## src/rtl/calc_pkg.sv

```systemverilog
// Shared calculator constants: FSM state encoding, double-dabble adjust constants
// and the multiplier product width.
package calc_pkg;

   localparam logic [1:0] ST_IDLE  = 2'd0;
   localparam logic [1:0] ST_LOAD  = 2'd1;
   localparam logic [1:0] ST_SHIFT = 2'd2;
   localparam logic [1:0] ST_DONE  = 2'd3;

   localparam logic [3:0] BCD_ADJ_THRESH = 4'd5;
   localparam logic [3:0] BCD_ADJ        = 4'd3;

   localparam int PRODUCT_W = 8;

   typedef enum logic [1:0] {
      IDLE  = ST_IDLE,
      LOAD  = ST_LOAD,
      SHIFT = ST_SHIFT,
      DONE  = ST_DONE
   } state_t;

endpackage

```

## src/rtl/signed_product_to_bcd_if.sv

```systemverilog
// Product-in / BCD-out bundle between the multiplier and the display converter.
// The blank vector exists only when SIGNED_PRODUCT_TO_BCD_BLANK_EN is defined.
import calc_pkg::*;

interface signed_product_to_bcd_if #(
   parameter int WIDTH  = PRODUCT_W,
   parameter int DIGITS = 3
);
   logic signed [WIDTH-1:0]    product;
   logic                       start;
   logic                       sign;
   logic        [4*DIGITS-1:0] bcd;
   logic                       busy;
   logic                       done;
`ifdef SIGNED_PRODUCT_TO_BCD_BLANK_EN
   logic        [DIGITS-1:0]   blank;
`endif

   modport master (
      output product, start,
`ifdef SIGNED_PRODUCT_TO_BCD_BLANK_EN
      input  blank,
`endif
      input  sign, bcd, busy, done
   );

   modport slave (
      input  product, start,
`ifdef SIGNED_PRODUCT_TO_BCD_BLANK_EN
      output blank,
`endif
      output sign, bcd, busy, done
   );
endinterface

```

## src/rtl/bcd_digit_adjust.sv

```systemverilog
// Double-dabble correction cell: a digit of 5 or more gets 3 added before the shift.
import calc_pkg::*;

module bcd_digit_adjust (
   input  logic [3:0] din,
   output logic [3:0] dout
);
   assign dout = (din >= BCD_ADJ_THRESH) ? din + BCD_ADJ : din;
endmodule

```

## src/rtl/signed_product_to_bcd.sv

```systemverilog
// Converts a two's-complement product to sign + BCD digits, one double-dabble bit per clock.
// Optional leading-zero blank output enabled by SIGNED_PRODUCT_TO_BCD_BLANK_EN.
import calc_pkg::*;

module signed_product_to_bcd #(
   parameter int WIDTH  = PRODUCT_W,
   parameter int DIGITS = 3
) (
   input  logic                      clk,
   input  logic                      rst,
   signed_product_to_bcd_if.slave    bus
);
   localparam int BCD_W = 4 * DIGITS;
   localparam int CNT_W = (WIDTH > 1) ? $clog2(WIDTH) : 1;
   localparam logic [CNT_W-1:0] LAST_BIT = CNT_W'(WIDTH - 1);

   state_t                   state, state_nxt;
   logic signed [WIDTH-1:0]  operand;
   logic        [WIDTH-1:0]  mag;
   logic                     neg;
   logic        [BCD_W-1:0]  scratch, scratch_adj;
   logic        [CNT_W-1:0]  cnt;
   logic        [BCD_W+WIDTH-1:0] shifted;
   logic                     sign_q;
   logic        [BCD_W-1:0]  bcd_q;

   for (genvar i = 0; i < DIGITS; i++) begin : g_adj
      bcd_digit_adjust u_adj (
         .din  (scratch[4*i +: 4]),
         .dout (scratch_adj[4*i +: 4])
      );
   end

   assign shifted = {scratch_adj, mag} << 1;

   always_ff @(posedge clk) begin
      if (!rst) state <= IDLE;
      else      state <= state_nxt;
   end

   always_comb begin
      state_nxt = state;
      case (state)
         IDLE:    if (bus.start) state_nxt = LOAD;
         LOAD:    state_nxt = SHIFT;
         SHIFT:   if (cnt == LAST_BIT) state_nxt = DONE;
         DONE:    state_nxt = IDLE;
         default: state_nxt = IDLE;
      endcase
   end

`ifdef SIGNED_PRODUCT_TO_BCD_BLANK_EN
   logic [DIGITS-1:0] blank_q;

   // Digit i is blank when it and every more significant digit are zero; units never blank.
   function automatic logic [DIGITS-1:0] blank_of(input logic [BCD_W-1:0] b);
      logic [DIGITS-1:0] r;
      logic              zero;
      r = '0;
      for (int i = 1; i < DIGITS; i++) begin
         zero = 1'b1;
         for (int j = i; j < DIGITS; j++)
            if (b[4*j +: 4] != 4'd0) zero = 1'b0;
         r[i] = zero;
      end
      return r;
   endfunction

   always_ff @(posedge clk) begin
      if (!rst)
         blank_q <= '0;
      else if (state == SHIFT && cnt == LAST_BIT)
         blank_q <= blank_of(shifted[BCD_W+WIDTH-1:WIDTH]);
   end

   assign bus.blank = blank_q;
`endif

   always_ff @(posedge clk) begin
      if (!rst) begin
         operand <= '0;
         mag     <= '0;
         neg     <= 1'b0;
         scratch <= '0;
         cnt     <= '0;
         sign_q  <= 1'b0;
         bcd_q   <= '0;
      end else begin
         case (state)
            IDLE: if (bus.start) operand <= bus.product;
            LOAD: begin
               // -2^(WIDTH-1) negates to itself; read unsigned it is the correct magnitude.
               mag     <= operand[WIDTH-1] ? (~operand + 1'b1) : operand;
               neg     <= operand[WIDTH-1];
               scratch <= '0;
               cnt     <= '0;
            end
            SHIFT: begin
               scratch <= shifted[BCD_W+WIDTH-1:WIDTH];
               mag     <= shifted[WIDTH-1:0];
               cnt     <= cnt + 1'b1;
               if (cnt == LAST_BIT) begin
                  sign_q <= neg;
                  bcd_q  <= shifted[BCD_W+WIDTH-1:WIDTH];
               end
            end
            default: ;
         endcase
      end
   end

   assign bus.sign = sign_q;
   assign bus.bcd  = bcd_q;
   assign bus.busy = (state != IDLE);
   assign bus.done = (state == DONE);

endmodule
```

## src/flat_wrapper.sv

```systemverilog
// flat-port wrapper written by rule: the top's interface ports become plain ports
module signed_product_to_bcd_flat 
#(
   parameter int WIDTH  = PRODUCT_W,
   parameter int DIGITS = 3
)
  (clk, rst, bus_product, bus_start, bus_sign, bus_bcd, bus_busy, bus_done);
  signed_product_to_bcd_if #(.WIDTH(WIDTH), .DIGITS(DIGITS)) bus_i ();
  input  logic clk;
  input  logic rst;
  input wire logic [$bits(bus_i.product)-1:0] bus_product;
  input wire logic [$bits(bus_i.start)-1:0] bus_start;
  output wire logic [$bits(bus_i.sign)-1:0] bus_sign;
  output wire logic [$bits(bus_i.bcd)-1:0] bus_bcd;
  output wire logic [$bits(bus_i.busy)-1:0] bus_busy;
  output wire logic [$bits(bus_i.done)-1:0] bus_done;
  assign bus_i.product = bus_product;
  assign bus_i.start = bus_start;
  assign bus_sign = bus_i.sign;
  assign bus_bcd = bus_i.bcd;
  assign bus_busy = bus_i.busy;
  assign bus_done = bus_i.done;
  signed_product_to_bcd #(.WIDTH(WIDTH), .DIGITS(DIGITS)) u_core (.clk(clk), .rst(rst), .bus(bus_i));
endmodule
```

## config.mk

```make
export PLATFORM = sky130hd
export DESIGN_NAME = signed_product_to_bcd_flat
export DESIGN_NICKNAME = d
export VERILOG_FILES = /design/src/rtl/calc_pkg.sv /design/src/rtl/signed_product_to_bcd_if.sv /design/src/rtl/bcd_digit_adjust.sv /design/src/rtl/signed_product_to_bcd.sv /design/src/flat_wrapper.sv
export SDC_FILE = /design/constraint.sdc
export NUM_CORES = 1
export LEC_CHECK = 0
export CAP_MARGIN = 20
export CORE_UTILIZATION = 35
export CTS_BUF_LIST = sky130_fd_sc_hd__clkbuf_16
export DETAILED_ROUTE_END_ITERATION = 12
export GPL_ROUTABILITY_DRIVEN = 0
export SLEW_MARGIN = 20
export SYNTH_ARGS = -nofsm -noshare
export SYNTH_HDL_FRONTEND = slang
export SYNTH_SLANG_ARGS = --single-unit
```

## constraint.sdc

```tcl
create_clock -name clk -period 2.7 [get_ports clk]
set_input_delay 0.54 -clock clk [delete_from_list [all_inputs] [get_ports clk]]
set_output_delay 0.54 -clock clk [all_outputs]
set_load 0.05 [all_outputs]
```

# == Word-level counts from Yosys, hierarchy flattened ==
# Index checks and enable logic that the tools add are counted.
# word_totals
ramBits,0
word_cells,39
ff_bits,47
out_inout_bits,15
latch_bits,0
mem_bits_ro,0
memories,0
# classes
addsub,5
n_bitwise,1
mul,0
order_cmp,3
n_div,0
shift,0
n_eq_ne,6
mux,10
n_reduce_logical,6
# ops
op,count
12-bit one-hot mux with 2 select lines,1
8-bit one-hot mux with 2 select lines,1
"4-bit by 3-bit greater-or-equal comparator with 1-bit output, second input constant",3
"4-bit by 2-bit adder with 4-bit output, second input constant",2
"8-bit by 1-bit adder with 8-bit output, second input constant",1
4-bit two-way mux,2
8-bit two-way mux,1
8-bit inverter,1
2-bit one-hot mux with 4 select lines,1
3-bit one-hot mux with 2 select lines,1
2-bit AND reduction,3
"2-bit == test, second input constant",2
2-bit two-way mux,2
2-bit nonzero test,2
"3-bit by 1-bit adder with 3-bit output, second input constant",1
"3-bit by 2-bit adder with 3-bit output, second input constant",1
"3-bit == test, second input constant",1
3-bit two-way mux,1
"2-bit by 1-bit == test with 1-bit output, second input constant",1
2-bit logical NOT,1
"2-bit by 1-bit inequality test with 1-bit output, second input constant",1
"2-bit inequality test, second input constant",1

# == Logic depth before layout (Yosys ltp) ==
# Gate-level depths: netlist of run 1.
# depth
depth_word,4
ltp_mapped,7

# == Modules after synthesis ==
# A second synthesis of run 1 with hierarchy kept.
# unflattened
cells_unflattened,302
hier_area_um2,2437.3
# by_module_without_submodules
module,area_per_inst_um2,seq_area_each_um2,cells_each,n_inst
signed_product_to_bcd,2133.3,940.9,254,1
bcd_digit_adjust,101.3,0.0,16,3

# == Least setup slack after synthesis of run 1 ==
# OpenSTA, ideal clock, no wires.
# synth_timing
path_type,register -> output
from,register u_core.state[0]
to,output port bus_busy
t_required_ps,2160
path_slack_ps,1012
path_stages_with_launch,5
n_path_buf,1
t_arrival_ps,1148
cell_sequence,dfxtp_1 -> inv_1 -> ha_1 -> clkbuf_1 -> inv_1
# synth_via
elab_chain_cells,1
# synth_lines
element,line,rtl
"start, declared",signed_product_to_bcd.sv:17,"state_t state, state_nxt;"
"start signal, assigned",signed_product_to_bcd.sv:38,else state <= state_nxt;
2-bit nonzero test,signed_product_to_bcd.sv:114,assign bus.busy = (state != IDLE);
"end, declared",flat_wrapper.sv:15,output wire logic [$bits(bus_i.busy)-1:0] bus_busy;
# No other way between the ends.

# == Worst setup path in the final report of run 1 ==
# Same ends and word-level chain as after synthesis.

==> flow_summary.json, run 1 <==
{
  "cts_made_buffers": 5,
  "total_power_mw": 2.38,
  "pre_cts_slack_ns": 0.490,
  "post_cts_buffers": 0,
  "synth.area.mux_share_pct": 3.53,
  "r2r-start": "u_core.state[0]",
  "design_area_um2": 2880,
  "grt_usage_pct": 14.9,
  "period_share_pct": 93.1,
  "ant_nets": 0,
  "critPathLaunchType": "flop",
  "viasPerCell": 5.13,
  "reg2reg_setup_slack_ns": 0.91,
  "rows": 29,
  "fin_crit_ns": 2.51,
  "worst-path-stages": 4,
  "grt_pass1_vias": 1857,
  "reg2reg_depth": 6,
  "start_util_pct": 36.7,
  "path_clk_slew_ns": 0.06,
  "cts.path.max_buffers": 2,
  "synth_top_area_cell": "dfxtp_1",
  "endpoint": "bus_busy",
  "p_clk_share_pct": 33.2,
  "ys_warn_count": 0,
  "h-tree-depth": 2,
  "fin_cells": 373,
  "worst_pin_slew_ns": 0.549,
  "grt_max_degree": 30,
  "path_cells": "inv_1 > ha_1 > inv_1 > clkdlybuf4s50_1",
  "yosys.area.top_type_share_pct": 39.7,
  "startpoint": "u_core.state[0]",
  "core-area_um2": 6460,
  "r2r-end": "u_core.bus.bcd[1]",
  "post_drt_wl_per_cell_um": 12.9,
  "critical_path_class": "flop to output port",
  "yosysSeqAreaShare_pct": 39.7,
  "slew_viol_final": 0,
  "synth.distinct_cells": 43,
  "max_freq_mhz": 398,
  "dpl_cell_area_um2": 2690,
  "synth_compound_area_share_pct": 19.8,
  "hold_class": "flop to flop",
  "status": "finished with violations",
  "synth_top_family_by_area": "simple AND/OR/NAND/NOR gates",
  "cap_violations": 0,
  "layout_common_cells": "dfxtp_1 (47), nand2_1 (25), clkdlybuf4s50_1 (25)",
  "tns_ns": 0,
  "slew_headroom_pct": 63.3,
  "die_area_um2": 7110,
  "p_seq_share_pct": 35.3,
  "cts_resized": 0,
  "pwr-share-comb_pct": 31.5,
  "avgSynthCellArea_um2": 8.72,
  "synthXorXnorAreaFrac_pct": 1.85,
  "power_density_nw_per_um2": 826,
  "die_h_um": 84.3,
  "grt_pass1_wl_um": 8580,
  "dp_hpwl_um": 3330,
  "final_util_pct": 44.5,
  "syn-num-nets": 297,
  "leakage_nw": 1.06,
  "required_ns": 2.16,
  "setup_ws_ns": 0.187,
  "clock-sinks": 47,
  "p_int_mw": 1.59,
  "drt_iter0_drc": 82,
  "synthCells": 272,
  "finalHoldViolCount": 0,
  "nets": 320,
  "cp_data_arrival_time_ns": 1.97,
  "drc": 2,
  "synth_area_leaders": "dfxtp_1 (40%), ha_1 (7.4%), o21ai_0 (4.4%)",
  "vdd_ir_drop_max_uv": 344,
  "crit_top_cell": "inv_1",
  "dr_total_vias": 1912,
  "synthAdderAreaFrac_pct": 7.38,
  "pin_count": 26,
  "cts.hold.buffers_added": 0,
  "fp.dieW_um": 84.3,
  "cp-end-kind": "output port",
  "n_antenna_cell": 0,
  "cts-root-buf": "clkbuf_16",
  "synth_area_um2": 2370,
  "switching_share_pct": 33.1,
  "crit_buf_inv": 3,
  "skew_ns": 0.00579,
  "violations": "design-rule violations",
  "clock_latency_ns": 0.29,
  "grt_setup_unrepaired": "no",
  "yosys_register_bits": 47,
  "numPortBuffers": 25,
  "antenna_found_initial": 0,
  "fin_worst_hold_slack_ns": 0.471,
  "final_common_cell": "dfxtp_1",
  "first_pass_iters": 8,
  "area_growth_pct": 21.3,
  "grt-ovfl-total": 0,
  "cp_slowest_stage_delay_ns": 0.79,
  "wirelength_um": 4810,
  "setup-violations-final": 0,
  "place_inst": 365,
  "switchingPower_mw": 0.787,
  "crit_fanout": 11,
  "cts_tree": "done",
  "drive_gt1_share_pct": 6.08,
  "crit_family": "buffers and inverters",
  "yosys.area_share.simple_pct": 22.4,
  "crit_slowest_cell": "clkdlybuf4s50_1"
}
[flip-flops by register name (all words and copies together) (netlist names)]
register         flops
u_core.state         2
u_core.scratch      12
u_core.neg           1
u_core.mag           8
u_core.bus.sign      1
u_core.operand       8
u_core.bus.bcd      12
u_core.cnt           3
[power groups by stage]
stage / Clock [mW] / Sequential (mW) / Combinational [mW]
6_report: 0.789 / 0.839 / 0.748
5_1_grt: 0.839 / 0.851 / 0.850
3_3_place_gp: 0 / 0.852 / 0.754
3_5_place_dp: 0 / 0.853 / 0.760
4_1_cts: 0.807 / 0.839 / 0.760
2_1_floorplan: 0 / 0.830 / 0.604
[worst reg2reg max path: cells and delay by family (launching register included)]
family,cells,cell delay [ns]
and+or+nand+nor,2,0.72
buffers and inverters,2,0.28
adders and majority gates,1,0.18
DFF,1,0.34
AOI/OAI and AO/OA,1,0.21
[final cells by class]
cell class,count,area [um2]
flip-flops and latches,47,941
clock inverters,3,63.8
well taps,77,96.3
repair buffers,31,295
fillers,649,3580
inverters,14,52.6
clock buffers,5,125
multi-input cells,196,1300
[worst min-delay path by stage]
stage / from / endpoint / slack (ns) / cells past startpoint
global placement: u_core.bus.sign / u_core.bus.sign / 0.45 / 2
finish: u_core.bus.bcd[2] / u_core.bus.bcd[2] / 0.47 / 2
floorplan: u_core.neg / u_core.bus.sign / 0.44 / 2
global route: u_core.mag[3] / u_core.mag[3] / 0.50 / 2
detailed placement: u_core.mag[3] / u_core.mag[3] / 0.46 / 2
CTS: u_core.bus.sign / u_core.bus.sign / 0.48 / 2
[synthesized netlist by cell type]
cell / number
o21a_1: 2
nor3b_1: 4
buf_1: 1
o211a_1: 2
a41o_1: 1
o21ai_0: 21
nor4_2: 1
nor2_1: 7
nor3_1: 1
xnor2_1: 5
a211o_1: 1
nor2_2: 1
mux2i_1: 5
a32oi_1: 3
or3b_1: 3
and3b_1: 1
o311ai_1: 1
buf_2: 4
nand3b_1: 8
o21ai_1: 2
o311a_1: 1
nor2b_1: 15
inv_1: 14
o31ai_1: 5
clkbuf_1: 7
o22ai_1: 1
nand2b_1: 5
nand4_1: 2
a21boi_0: 11
nand2_1: 25
a22oi_1: 1
nand3_1: 17
ha_1: 14
buf_6: 1
a22o_1: 3
buf_4: 2
or2b_1: 1
mux2_2: 3
o211ai_1: 2
a21oi_1: 16
dfxtp_1: 47
and2_1: 4
nor4_1: 1
[layer usage]
layer | GRT usage, % | up-vias | part of all wire [%]
li1 | - | 1009 | -
met3 | 3.34 | 5 | 2.9
met2 | 24.3 | 25 | 45
met1 | 19.7 | 873 | 51
met4 | 4.78 | 0 | 1.5
met5 | 0 | - | 0
[cells by family (layout without fill, tap and decap cells)]
logic type / Yosys count / in the layout
multiplexers: 8 / 8
AND/OR/NAND/NOR: 96 / 96
buffers and inverters: 29 / 53
adder cells (fa/ha/maj): 14 / 14
AO/OA/AOI/OAI: 73 / 73
flip-flops: 47 / 47
XOR/XNOR: 5 / 5
No activity file was read; power rests on OpenSTA's default activity.
==> run 2: changes to the inputs <==
Settings changed: HOLD_SLACK_MARGIN from default to 0.06.
==> results of run 2 <==
Final layout, timing and power as in run 1 (identical DEF).
